File: src/rtl/load_store_unit.sv
// rtl/load_store_unit.sv - multi-cycle load/store unit for the 64-bit memory stage
//
// Purpose:
//   Turns a memory-stage load/store into one request/grant/response bus access.
//   It stalls the pipeline while the access is in flight and returns sign- or
//   zero-extended load data with a one-cycle done_M pulse.
//
// Optional feature macro: LSU_MISALIGN_TRAP_EN
//   defined   : misaligned accesses skip the bus and complete with misaligned_M=1
//   undefined : low address bits are forced to size alignment, misaligned_M tied 0
//
// Ports:
//   clk, reset_n                     clock (rising edge), async active-low reset
//   valid_M, memRead_M, memWrite_M   memory-stage op qualifiers (read wins if both)
//   size_M, unsigned_M               access size (byte/half/word/double), zero-extend
//   address_M, writeData_M           byte address, right-aligned store data
//   stall_M, done_M                  pipeline hold, one-cycle completion pulse
//   readData_M, misaligned_M         completion results, held until the next done
//   mem_req/we/addr/wdata/be         registered bus request fields
//   mem_gnt, mem_rvalid, mem_rdata   bus grant and read response
module load_store_unit #(
    parameter int N = 64
) (
    input  logic         clk,
    input  logic         reset_n,
    input  logic         valid_M,
    input  logic         memRead_M,
    input  logic         memWrite_M,
    input  logic [1:0]   size_M,
    input  logic         unsigned_M,
    input  logic [N-1:0] address_M,
    input  logic [N-1:0] writeData_M,
    output logic         stall_M,
    output logic         done_M,
    output logic [N-1:0] readData_M,
    output logic         misaligned_M,
    output logic         mem_req,
    output logic         mem_we,
    output logic [N-1:0] mem_addr,
    output logic [N-1:0] mem_wdata,
    output logic [7:0]   mem_be,
    input  logic         mem_gnt,
    input  logic         mem_rvalid,
    input  logic [N-1:0] mem_rdata
);

    typedef enum logic [1:0] {
        S_IDLE = 2'd0,
        S_REQ  = 2'd1,
        S_WAIT = 2'd2,
        S_DONE = 2'd3
    } state_t;

    state_t         r_state;
    state_t         w_next;

    logic           r_is_read;
    logic [1:0]     r_size;
    logic           r_unsigned;
    logic [2:0]     r_off;
    logic           r_mem_req;
    logic           r_mem_we;
    logic [N-1:0]   r_mem_addr;
    logic [N-1:0]   r_mem_wdata;
    logic [7:0]     r_mem_be;
    logic [N-1:0]   r_rdata;

    logic           w_start;
    logic [2:0]     w_align_mask;
    logic [7:0]     w_be_base;
    logic [2:0]     w_off;
    logic           w_trap;
    logic           w_capture;
    logic           w_enter_done;
    logic [N-1:0]   w_shifted;
    logic           w_sign;
    logic [N-1:0]   w_load_ext;

    assign w_start = (r_state == S_IDLE) & valid_M & (memRead_M | memWrite_M);

    // Alignment mask keeps the offset bits that are legal for the access size;
    // the byte-enable base is the lane pattern before shifting into position.
    always_comb begin
        w_align_mask = 3'b111;
        w_be_base    = 8'h01;
        case (size_M)
            2'b00: begin w_align_mask = 3'b111; w_be_base = 8'h01; end
            2'b01: begin w_align_mask = 3'b110; w_be_base = 8'h03; end
            2'b10: begin w_align_mask = 3'b100; w_be_base = 8'h0F; end
            2'b11: begin w_align_mask = 3'b000; w_be_base = 8'hFF; end
            default: begin w_align_mask = 3'b111; w_be_base = 8'h01; end
        endcase
    end

`ifdef LSU_MISALIGN_TRAP_EN
    logic w_misaligned;
    logic r_misaligned;

    assign w_misaligned = |(address_M[2:0] & ~w_align_mask);
    assign w_off        = address_M[2:0];
    assign w_trap       = w_start & w_misaligned;
    assign misaligned_M = r_misaligned;

    always_ff @(posedge clk or negedge reset_n) begin
        if (!reset_n) begin
            r_misaligned <= 1'b0;
        end else if (w_enter_done) begin
            r_misaligned <= w_trap;
        end
    end
`else
    assign w_off        = address_M[2:0] & w_align_mask;
    assign w_trap       = 1'b0;
    assign misaligned_M = 1'b0;
`endif

    // A read completes either in a granted REQ cycle with rvalid or in WAIT.
    // Any other rvalid is not ours and is dropped.
    assign w_capture = r_is_read & mem_rvalid &
                       (((r_state == S_REQ) & mem_gnt) | (r_state == S_WAIT));

    always_comb begin
        w_next = r_state;
        case (r_state)
            S_IDLE: if (w_start) w_next = w_trap ? S_DONE : S_REQ;
            S_REQ: begin
                if (mem_gnt) begin
                    if (!r_is_read || mem_rvalid) w_next = S_DONE;
                    else                          w_next = S_WAIT;
                end
            end
            S_WAIT: if (mem_rvalid) w_next = S_DONE;
            S_DONE: w_next = S_IDLE;
            default: w_next = S_IDLE;
        endcase
    end

    assign w_enter_done = (w_next == S_DONE) & (r_state != S_DONE);

    assign w_shifted = mem_rdata >> {r_off, 3'b000};
    assign w_sign    = ~r_unsigned;

    always_comb begin
        w_load_ext = w_shifted;
        case (r_size)
            2'b00: w_load_ext = {{(N-8){w_sign & w_shifted[7]}},   w_shifted[7:0]};
            2'b01: w_load_ext = {{(N-16){w_sign & w_shifted[15]}}, w_shifted[15:0]};
            2'b10: w_load_ext = {{(N-32){w_sign & w_shifted[31]}}, w_shifted[31:0]};
            default: w_load_ext = w_shifted;
        endcase
    end

    always_ff @(posedge clk or negedge reset_n) begin
        if (!reset_n) begin
            r_state     <= S_IDLE;
            r_is_read   <= 1'b0;
            r_size      <= 2'b00;
            r_unsigned  <= 1'b0;
            r_off       <= 3'b000;
            r_mem_req   <= 1'b0;
            r_mem_we    <= 1'b0;
            r_mem_addr  <= '0;
            r_mem_wdata <= '0;
            r_mem_be    <= 8'h00;
            r_rdata     <= '0;
        end else begin
            r_state <= w_next;
            if (w_start) begin
                r_is_read   <= memRead_M;
                r_size      <= size_M;
                r_unsigned  <= unsigned_M;
                r_off       <= w_off;
                r_mem_req   <= ~w_trap;
                r_mem_we    <= ~memRead_M;
                r_mem_addr  <= {address_M[N-1:3], 3'b000};
                r_mem_wdata <= writeData_M << {w_off, 3'b000};
                r_mem_be    <= memRead_M ? 8'h00 : (w_be_base << w_off);
            end
            if ((r_state == S_REQ) && mem_gnt) begin
                r_mem_req <= 1'b0;
            end
            // Stores and trapped accesses report zero load data.
            if (w_enter_done) begin
                r_rdata <= w_capture ? w_load_ext : '0;
            end
        end
    end

    assign stall_M    = reset_n & (w_start | (r_state == S_REQ) | (r_state == S_WAIT));
    assign done_M     = (r_state == S_DONE);
    assign readData_M = r_rdata;
    assign mem_req    = r_mem_req;
    assign mem_we     = r_mem_we;
    assign mem_addr   = r_mem_addr;
    assign mem_wdata  = r_mem_wdata;
    assign mem_be     = r_mem_be;

endmodule

File: config.mk
export PLATFORM = sky130hd
export DESIGN_NAME = load_store_unit
export DESIGN_NICKNAME = d
export VERILOG_FILES = /design/src/rtl/load_store_unit.sv
export SDC_FILE = /design/constraint.sdc
export NUM_CORES = 1
export LEC_CHECK = 0
export CORE_AREA = 2 2 171 173
export CTS_CLUSTER_SIZE = 16
export DETAILED_ROUTE_END_ITERATION = 12
export DIE_AREA = 0 0 173 175
export GPL_TIMING_DRIVEN = 0
export HOLD_SLACK_MARGIN = 0.08
export PLACE_DENSITY = 0.72
export SLEW_MARGIN = 20
export SYNTH_ARGS = -nofsm -noshare
export SYNTH_HDL_FRONTEND = slang
export SYNTH_SLANG_ARGS = --single-unit
File: constraint.sdc
create_clock -name clk -period 2 [get_ports clk]
set_input_delay 0.3 -clock clk [delete_from_list [all_inputs] [get_ports clk]]
set_output_delay 0.3 -clock clk [all_outputs]
set_load 0.1 [all_outputs]
==> summary.md <==
| Metric | Value |
|---|---|
| IO Port Bufs | 400 |
| Main combinational cell family by area after synthesis | compound AO/OA/AOI/OAI gates |
| Layout Nets | 1,850 |
| Die area | 30,300 sq um |
| Failing checks | hold timing, setup timing |
| Ys async rst share | 1.00 |
| Cell Area, Synth | 11,300 sq um |
| Setup violations, final | 51 |
| Top Ports | 407 |
| CTS Buf Count | 24 |
| Worst relative slew slack | 0.515 |
| Critical Path Sink Type | register |
| Synth-to-layout area growth | 58.9% |
| Startpoint types | register |
| Clock Skew | 26.9 ps |
| Critical path endpoint | readData_M[57] |
| R2R depth | 8 |
| Final cycle utilization of the critical path | 1.14 |
| Main flop type after synthesis | dfrtp_1 |
| Die width | 173 microns |
| Worst flop-to-flop path endpoint | readData_M[57] |
| Drc violations | 0 |
| Final worst slack | -286 ps |
| Adder-cell area share of the yosys netlist | 0 |
| Final instance area | 17,900 sq um |
| Placed cell area | 15,900 sq um |
| Dpl hpwl | 36,500 microns |
| R2r startpoint | r_off[2] |
| Number of fill cells | 2,368 |
| Synth Register Bits | 208 |
| Share of cells above drive strength 1 | 0.294 |
| # rows | 62 |
| Post-synthesis xor/xnor area fraction | 0 |
| Setup crit start | r_off[2] |
| Crit path time final | 2290 ps |
| Number of inserted diodes | 0 |
| Initial core utilization | 0.397 |
| Worst-path clk slew | 60 ps |
| Maxcap violations | 0 |
| Post-synthesis average cell area | 9.49 sq um |
| Initial antenna violation count | 1 |
| Post-Synth Simple-Gate Area | 0.171 |
| Critical-path maximum fanout | 10 |
| Clk sinks | 208 |
| Post-DRT Antenna Nets | 0 |
| DR WL/cell | 24.0 microns |
| Hold_ws | -128 ps |
| Final hold vios | 56 |
| GRT Overall Usage | 0.313 |
| H-tree depth | 1 |
| Status | finished, violations left |
| Tightest Pin Transition | 725 ps |
| Vias in the first global route | 11,900 |
| Detailed Routing Iterations Pass 1 | 6 |
| Vias/cell | 5.72 |
| Synth Instances | 1,186 |
| Crit path kind | register to register |
| RSZ-0062 raised after global routing | true |
| Required @ worst endpoint | 2370 ps |
| WP data arrival | 2660 ps |
| Overflow after GRT | 0 |
| Worst-Skew Late Latency | 540 ps |
| Yosys warns | 0 |
| Post-synthesis sequential area ratio | 0.462 |
| Yosys cell types | 55 |
| EDFF count, synth | 0 |
| Core region area | 28,400 sq um |
| Max Transition Viols Final | 0 |
| HP Class | primary input to async pin |
| Iter 0 DRT Violations | 1,167 |
| Fmax | 0.437 GHz |
| Compound-cell area share of the yosys netlist | 0.193 |
| CTS Buffer Depth | 3 |
| Placer congestion estimate | 0.971 |
| Largest net degree at the start of global routing | 90 |
| TritonCTS clock tree | yes |
| Via count | 11,700 |
| Routed Wire Length | 49,200 microns |
| R2R setup slack | -290 ps |
| Die H | 175 microns |
| Global-route wire length before repair | 72,700 microns |
| Mux contribution to synthesized area | 0.131 |
| Clock tree root driver cell | clkbuf_16 |
[synth_stat cells (all sizes together) (6+ instances only)]
library cell  instances  area share
nand3                13      0.0058
o2bb2ai              12      0.0093
o22ai                 9      0.0050
a2bb2oi              10      0.0078
a22oi                14      0.0093
mux4                 23       0.046
nand2b               13      0.0072
and3                  9      0.0054
o31ai                20       0.020
dfrtp               208        0.46
a22o                 31       0.024
o22a                  8      0.0062
mux2                 14       0.015
nor3                  6      0.0031
nand2               339        0.11
o211ai                7      0.0047
nor2b                20       0.011
nor2                 40       0.013
buf                  33       0.019
clkbuf               67       0.022
mux2i                79       0.070
o2111ai               7      0.0054
a21oi                61       0.027
a221o                24       0.021
o21ai                82       0.042
[kinds of logic (layout without fill, tap and decap cells)]
family          after synthesis  count (layout)
buf+inv                     106             583
compound gates              299             299
flops                       208             208
other cells                   1               4
mux                         116             116
simple gates                456             456
[cells in the final DEF, fill, tap and decap left out, types with 9 or more instances in the layout]
cell type        instances
o22ai_1                  9
o31ai_2                 14
clkbuf_16               25
clkdlybuf4s15_2        198
o21ai_2                 33
buf_4                   32
mux2_2                  11
mux2i_1                 59
a221o_1                 24
a21oi_2                 12
clkbuf_1                34
mux4_2                  23
a22oi_1                 14
a22o_1                  31
nor2b_1                 20
o2bb2ai_1               12
o21ai_0                 48
clkdlybuf4s50_1        196
nand3_1                 13
mux2i_4                 14
nand2b_1                13
dfrtp_1                207
clkbuf_2                29
nor2_1                  36
a21oi_1                 48
buf_2                   10
buf_6                    9
nand2_1                338
[state kept, by name (all words and copies together), names as in the netlist]
register,cells
mem_addr,61
mem_be,8
mem_req,1
mem_wdata,64
mem_we,1
r_is_read,1
r_off,3
r_size,2
r_state,2
r_unsigned,1
readData_M,64
[repair_timing]
| action | 4_1_cts | 5_1_grt |
|---|---|---|
| pin swaps | 2 | 12 |
| gates cloned | 1 | 1 |
| gates resized for setup | 719 | 101 |
| setup buffers | 9 | 20 |
| setup endpoints to repair | 407 | 123 |
| hold endpoints to repair | 88 | 144 |
[area by class of cell]
cell class                      count  area, sq um  share of cell area
Tap cell                          384          480              0.0269
Clock inverter                      8         81.3             0.00455
Inverter                            6         22.5             0.00126
Sequential cell                   208         5210               0.291
Timing Repair Buffer              438         4750               0.265
Buffer                             95          629              0.0352
Clock buffer                       36          706              0.0395
Multi-Input combinational cell    875         6010               0.336
[per-stage QoR]
step	TNS [ps]	cells	hold slack (ps)	setup slack [ps]	utilization
2_1_floorplan	-5450	1189	4.41	-187	-
3_3_place_gp	-2003430	1973	458	-8710	0.556
3_5_place_dp	-225100	1975	362	-1490	0.558
4_1_cts	-11550	2024	-298	-307	0.608
5_1_grt	-14090	2050	-121	-360	0.630
6_report	-10770	2050	-128	-286	0.630
[critical path, stage by stage, from the launching register on]
cell and delay [ps]:
dfrtp_1 370, buf_6 140, mux2_4 300, mux4_2 500
and3_4 210, nor4_4 220, buf_6 180, buf_12 140
o31ai_2 70
[per-layer routing]
metal  global-route usage  share of wire  vias to the layer above
met4                0.124          0.044                        2
met5                    0        0.00022                        -
li1                     -              -                     5130
met1                0.387           0.38                     5759
met3               0.0764          0.094                      128
met2                0.526           0.48                      715
[worst min-delay path by stage]
| stage | start | endpoint | slack [ps] | depth (start not counted) |
|---|---|---|---|---|
| after global routing | reset_n | readData_M[48] | -120 | 3 |
| after CTS | reset_n | readData_M[35] | -300 | 1 |
| after global placement | mem_addr[61] | mem_addr[61] | 460 | 2 |
| after floorplan | reset_n | mem_addr[10] | 4 | 0 |
| final | reset_n | readData_M[55] | -130 | 3 |
| after detailed placement | reset_n | readData_M[35] | 360 | 1 |
Power is not shown: default switching activity piles up to over one toggle a cycle in this logic, so the estimate is an artifact.
